[config.mk]
export PLATFORM = sky130hd
export DESIGN_NAME = reg_file_mp
export DESIGN_NICKNAME = d
export VERILOG_FILES = /design/src/rtl/reg_file_mp.sv
export SDC_FILE = /design/constraint.sdc
export NUM_CORES = 1
export LEC_CHECK = 0
export ABC_CLOCK_PERIOD_IN_PS = 3800
export BUFFER_PORTS_ARGS = -buffer_cell sky130_fd_sc_hd__buf_2
export CORE_MARGIN = 2
export CORE_UTILIZATION = 30
export CTS_CLUSTER_DIAMETER = 200
export CTS_CLUSTER_SIZE = 14
export DETAILED_ROUTE_END_ITERATION = 7
export PLACE_DENSITY = 0.53
export SYNTH_ARGS = -nofsm -noshare
export SYNTH_HDL_FRONTEND = slang
export SYNTH_SLANG_ARGS = --single-unit
[constraint.sdc]
create_clock -name clk -period 3.8 [get_ports clk]
set_input_delay 0.57 -clock clk [delete_from_list [all_inputs] [get_ports clk]]
set_output_delay 0.57 -clock clk [all_outputs]
set_load 0.02 [all_outputs]
[src/rtl/reg_file_mp.sv]
// Multi-read-port register file with a single write port, write-to-read bypass
// and a background clear sweep that zeroes every entry, one per clock.
module reg_file_mp #(
  parameter int DATA_W   = 32,
  parameter int ADDR_W   = 5,
  parameter int N_READ   = 2,
  parameter int ZERO_REG = 1
) (
  input  logic                     clk,
  input  logic                     reset,
  input  logic [N_READ*ADDR_W-1:0] readReg,
  output logic [N_READ*DATA_W-1:0] readData,
  input  logic [ADDR_W-1:0]        writeReg,
  input  logic [DATA_W-1:0]        writeData,
  input  logic                     regWrite,
  input  logic                     clearReq,
  output logic                     busy
);

  localparam int DEPTH = 1 << ADDR_W;

  typedef enum logic {
    IDLE  = 1'b0,
    CLEAR = 1'b1
  } state_t;

  state_t              state_reg, state_next;
  logic [ADDR_W-1:0]   clr_ptr_reg, clr_ptr_next;

  logic [DATA_W-1:0]   bank [DEPTH];

  logic                wr_en;
  logic [ADDR_W-1:0]   wr_addr;
  logic [DATA_W-1:0]   wr_data;
  logic                user_wr;
  logic                write_to_zero;

  // A user write only lands in IDLE, and never on the hardwired zero entry.
  assign write_to_zero = (ZERO_REG != 0) && (writeReg == '0);
  assign user_wr       = (state_reg == IDLE) && regWrite && !write_to_zero;
  assign busy          = (state_reg == CLEAR);

  always_comb begin
    state_next   = state_reg;
    clr_ptr_next = clr_ptr_reg;
    wr_en        = 1'b0;
    wr_addr      = writeReg;
    wr_data      = writeData;
    case (state_reg)
      IDLE: begin
        wr_en = user_wr;
        if (clearReq) begin
          state_next   = CLEAR;
          clr_ptr_next = '0;
        end
      end
      CLEAR: begin
        wr_en        = 1'b1;
        wr_addr      = clr_ptr_reg;
        wr_data      = '0;
        clr_ptr_next = clr_ptr_reg + 1'b1;
        if (clr_ptr_reg == '1) begin
          state_next = IDLE;
        end
      end
      default: begin
        state_next   = CLEAR;
        clr_ptr_next = '0;
      end
    endcase
  end

  always_ff @(posedge clk) begin
    if (reset) begin
      state_reg   <= CLEAR;
      clr_ptr_reg <= '0;
    end else begin
      state_reg   <= state_next;
      clr_ptr_reg <= clr_ptr_next;
    end
  end

  // Storage has no reset of its own; the sweep that follows reset zeroes it.
  always_ff @(posedge clk) begin
    if (!reset && wr_en) begin
      bank[wr_addr] <= wr_data;
    end
  end

  genvar gi;
  generate
    for (gi = 0; gi < N_READ; gi++) begin : g_rd
      logic [ADDR_W-1:0] rd_addr;
      logic [DATA_W-1:0] rd_data;

      assign rd_addr = readReg[gi*ADDR_W +: ADDR_W];

      always_comb begin
        rd_data = bank[rd_addr];
        if (user_wr && (writeReg == rd_addr)) begin
          rd_data = writeData;
        end
        if ((ZERO_REG != 0) && (rd_addr == '0)) begin
          rd_data = '0;
        end
        // Array content is stale until the sweep completes, so mask it.
        if (reset || busy) begin
          rd_data = '0;
        end
      end

      assign readData[gi*DATA_W +: DATA_W] = rd_data;
    end
  endgenerate

endmodule

-- Word-level counts from Yosys, hierarchy flattened
Memories as Yosys holds them, arrays and structs flattened.
Cells that the tools add are included.
- flip-flop bits (word level): 6
- bits in writable memories: 1024
- input port bits: 51
- output and inout port bits: 65
- word-level logic and storage cells: 36
- memories: 1
- memory list (name ; depth ; width ; rd ports ; clocked after memory_dff ; write ports ; line ; source):
    bank ; 32 ; 32 ; 2 ; 0 ; 1 ; 30 ; logic [DATA_W-1:0] bank [DEPTH];
- $add $sub $neg: 1
- equality and inequality tests: 4
- muxes and demuxes: 16
- bitwise logic cells: 1
- reduce and logical (&&, ||, !) cells: 11
- operators with widths (cell ; count):
    $mux W32 ; 7
    $logic_not A5 Y1 ; 3
    $eq A5 B5 Y1 ; 2
    $mux W5 ; 2
    $pmux W5 S2 ; 1
    $add A5 B1 Y5 const B ; 1
    $eq A5 B5 Y1 const B ; 1
    $logic_and A1 B1 Y1 ; 5
    $mux W1 ; 4
    $pmux W1 S2 ; 2
    $logic_not A1 Y1 ; 2
    $ne A2 B2 Y1 const B ; 1
    $logic_or A1 B1 Y1 ; 1
    $not A1 Y1 ; 1

-- Logic depth before layout (Yosys ltp)
- word-level depth: 7
- depth in mapped cells: 9
- depth with buffers taken out: 5

-- Worst setup path before layout
Ideal clock, no wire load.
- path kind: register to register
- start: register state_reg, in the netlist busy
- end: memory bank[0][0], enable pin
- library setup time: 421 ps
- data arrival time: 2809 ps
- data required time: 3379 ps
- slack: 569 ps
- stages on the path, launching flop included: 6
- cells stage by stage: dfxtp_1 -> buf_2 -> clkbuf_1 -> mux2i_1 -> nand3_1 -> nor2_1
- word-level cells in the longest chain between the ends: 7
- elaborated cells on any way between the ends: 8
- those cells by class: mux: 4; bitwise: 1; reduce/logical: 3
- ends and longest elaborated chain (what ; line ; source):
    start, declared ; 27 ; state_t state_reg, state_next;
    start signal, assigned ; 78 ; state_reg <= state_next;
    $not A1 Y1 ; n/a ;
    $logic_and A1 B1 Y1 (2 in a row) ; 40 ; assign user_wr = (state_reg == IDLE) && regWrite && !write_to_zero;
    $pmux W1 S2 ; 49 ; case (state_reg)
    $logic_and A1 B1 Y1 ; 85 ; if (!reset && wr_en) begin
    $mux W1 ; 85 ;
    $mux W1 (not written as such) ; 86 ; bank[wr_addr] <= wr_data;
    end, declared ; 30 ;
Several ways; a longest one is shown, not always the timed one.

-- Final worst setup path
- start: input port writeReg[0]
- end: output port readData[25]
- word-level cells in the longest chain between the ends: 7
- elaborated cells on any way between the ends: 8
- those cells by class: eq/ne: 1; mux: 3; reduce/logical: 4
- ends and longest elaborated chain (what ; line ; source):
    start, declared ; 13 ; input logic [ADDR_W-1:0] writeReg,
    $logic_not A5 Y1 ; 39 ; assign write_to_zero = (ZERO_REG != 0) && (writeReg == '0);
    $logic_not A1 Y1 ; 40 ;
    $logic_and A1 B1 Y1 ; 40 ;
    $logic_and A1 B1 Y1 (*) ; 100 ; if (user_wr && (writeReg == rd_addr)) begin
    $mux W32 (*) ; 100 ;
    $mux W32 (*) ; 103 ; if ((ZERO_REG != 0) && (rd_addr == '0)) begin
    $mux W32 (*) ; 107 ; if (reset || busy) begin
    end, declared ; 12 ; output logic [N_READ*DATA_W-1:0] readData,
Every way passes the cells marked *; elsewhere a longest branch is shown, timed or not.

==> flow_summary_export.csv <==
group,metric,value,unit
timing,finalSetupTns,0,ns
hold_path,hold_depth,4,
clock_network,cts.htree.levels,3,
logic_synthesis,synth-edff-count,1024,
timing,drv_slew,0,
global_routing,grt_max_degree,87,
route,wl_per_cell,31.9,µm
layout,layout_common_cells,"edfxtp_1, mux4_2, mux2i_1, buf_4, a22oi_1",
logic_synthesis,synth_top_area_share,63.2,%
layout,instances_no_fill,5163,
route,drtIter0Drc,3636,
clock_network,cts_buffers,83,
logic_synthesis,synth_area,48700,µm²
logic_synthesis,synth_cell_types,50,
timing,min_period,3.80,ns
critical_path,cpPeakStageDelay,0.55,ns
timing,max_slew.worst_pin.slew,1.34,ns
critical_path,cp_slowest_cell,"or4_4",
layout,final_area,56600,µm²
hold_path,hold_end,"clr_ptr_reg[0]",
outcome,status,"finished clean",
critical_path,crit_type,"primary input to output port",
logic_synthesis,synth_fa_ha_area_share,0.0514,%
floorplan,die_x,407,µm
global_routing,grt_pass1_vias,29798,
critical_path,cp_max_fo,10,
place,routabilityCongestion,0.851,
critical_path,r2r_end,"bank[19][31]",
logic_synthesis,postSynthAreaPerCell,17.7,µm²
layout,largest_reg_flops,1024,
floorplan,io_pins,116,
power,ir_drop,299,µV
critical_path,r2r_start,"busy",
power,power,22.4,mW
route,drc,0,
logic_synthesis,synth-simple-area-share,2.38,%
critical_path,critPathBufInv,3,
logic_synthesis,synthMuxAreaShare,23.7,%
place,post-place-cells,5063,
clock_network,clk_path_buf_depth,3,
logic_synthesis,yosys-top-cells-area,"edfxtp_1, mux4_2, mux2i_1",
hold_path,min-delay-path-class,"primary input to flop",
timing,finClkSkew,0.0182,ns
critical_path,cp-end-kind,"output port",
logic_synthesis,synth_compound_area_share,7.96,%
logic_synthesis,synthCells,2743,
critical_path,worst_ep_required_time,3.23,ns
power,p_leak,18.5,nW
place,io_buffers,115,
route,drtAntennaViolNets,0,
place,hpwl,104000,µm
global_routing,grt_usage,19.7,%
logic_synthesis,synth-xor-area-share,0.198,%
critical_path,start_kind,"primary input",
logic_synthesis,async_flop_share,0,%
global_routing,grt_pass1_wl,230000,µm
layout,area_delta_synth_final,16.2,%
logic_synthesis,ys_seq_elements,1030,
timing,finalCritPeriodShare,99.9,%
route,vias,29751,
global_routing,grt_overflow,0,
clock_network,cts_tree,"built",
logic_synthesis,ys_warn_count,0,
timing,setup_violations,0,
flow_run,drv_cap,0,
route,viasPerCell,5.76,
timing,hold_violations,0,
global_routing,antenna_found_initial,10,
layout,layout.nets,3042,
floorplan,start_util,30.3,%
floorplan,rows,147,
timing,rsz0062_at_grt,"no",
route,drt_wl_total,165000,µm
timing,max-slew-margin-rel,10.2,%
timing,fmax,263,MHz
clock_network,clkSinkCount,1030,
logic_synthesis,synth_top_flop_cell,"edfxtp_1",
route,first_pass_iters,6,
logic_synthesis,synth_nets,2796,
clock_network,path_clk_slew,0.08,ns
place,place_area,54300,µm²
floorplan,core-area,161000,µm²
clock_network,clk_latency,0.69,ns
logic_synthesis,synth_top_area_cell,"edfxtp_1",
critical_path,arrival,3.23,ns
clock_network,cts_root_buffer,"clkbuf_16",
critical_path,cp_cell_sequence,"buf_2 > or4_4 > o21ai_4 > or3_1 > nand4b_4 > buf_12 > o31ai_1 > buf_2",
critical_path,cp_top_family,"simple AND/OR/NAND/NOR gates",
floorplan,chipHeight,407,µm
floorplan,die_area,166000,µm²
layout,drive_gt1_share,33.9,%
logic_synthesis,synth_top_family_by_area,"multiplexers",
hold_path,hp-start,"clearReq",
critical_path,reg2regPathDepth,5,
critical_path,cpMostUsedCell,"buf_2",
power,powerDensity,396,nW/µm²
logic_synthesis,synth-seq-area-share,63.4,%
critical_path,rrSetupSlack,0.60,ns
layout,final_common_cell,"edfxtp_1",
timing repair:
item / in CTS / in global routing
buffers inserted: 0 / 1
pin swaps: 0 / 1
endpoints found under the setup margin: 9 / 7
gates resized for setup: 4 / 5
hold buffers: 0 / 0
layer usage:
| layer | part of all wire (%) | GRT usage, % |
|---|---|---|
| met5 | 0 | 0 |
| met4 | 2.7 | 5.20 |
| met3 | 9.1 | 4.07 |
| met1 | 43 | 28.1 |
| met2 | 46 | 30.5 |
where the power goes:
group          internal [mW]  switching [mW]
Sequential              12.4          0.0265
Clock                   4.00            4.02
Combinational          0.825            1.16
final cells by class:
| cell class | count | area (µm²) |
|---|---|---|
| sequential | 1030 | 30900 |
| timing repair buffer | 383 | 3620 |
| multi-input combinational | 1477 | 17100 |
| tap | 2160 | 2700 |
| inverter | 14 | 52.6 |
| antenna | 3 | 7.51 |
| clock inverter | 5 | 70.1 |
| fill | 15092 | 104000 |
| clock buffer | 91 | 2150 |
synthesized netlist by cell type (all sizes together), types with 57 or more instances:
cell and number:
o221ai 104, buf 133, mux2i 226, mux2 93, a22oi 129, o21ai 57, nand2 107, edfxtp 1024
o22ai 62, nor2 75, clkbuf 89, mux4 365
worst register-to-register path, delay by kind of cell, from the launching register on:
family,cells,cell delay [ns]
buffers and inverters,2,0.71
DFF,1,0.48
muxes,1,0.64
and+or+nand+nor,2,1.05
worst max path at each step:
stage	slack [ns]	to	cells after the start	from
final	0.003	readData[25]	8	writeReg[0]
after global routing	0.01	readData[6]	9	writeReg[0]
after CTS	0.005	readData[32]	8	busy
after detailed placement	-0.16	readData[35]	9	readReg[6]
after global placement	-0.17	readData[35]	9	readReg[6]
after floorplan	0.57	bank[0][0]	5	busy
metrics by stage:
stage                     hold slack [ns]  utilization, %  worst slack (ns)
after floorplan                     0.474               -             0.569
after global placement              0.504            33.7            -0.172
after detailed placement            0.501            33.7            -0.162
after CTS                           0.198            35.1           0.00549
after global routing                0.231            35.1           0.00968
final                               0.236            35.1           0.00321
kinds of logic (layout without fill, tap and decap cells):
family,after synthesis,after routing
fa+ha+maj,2,2
buf+inv,236,493
simple gates,254,254
flops,1030,1030
compound gates,526,526
xor+xnor,11,11
other cells,0,3
mux,684,684
Power figures use the tool's default switching activity.
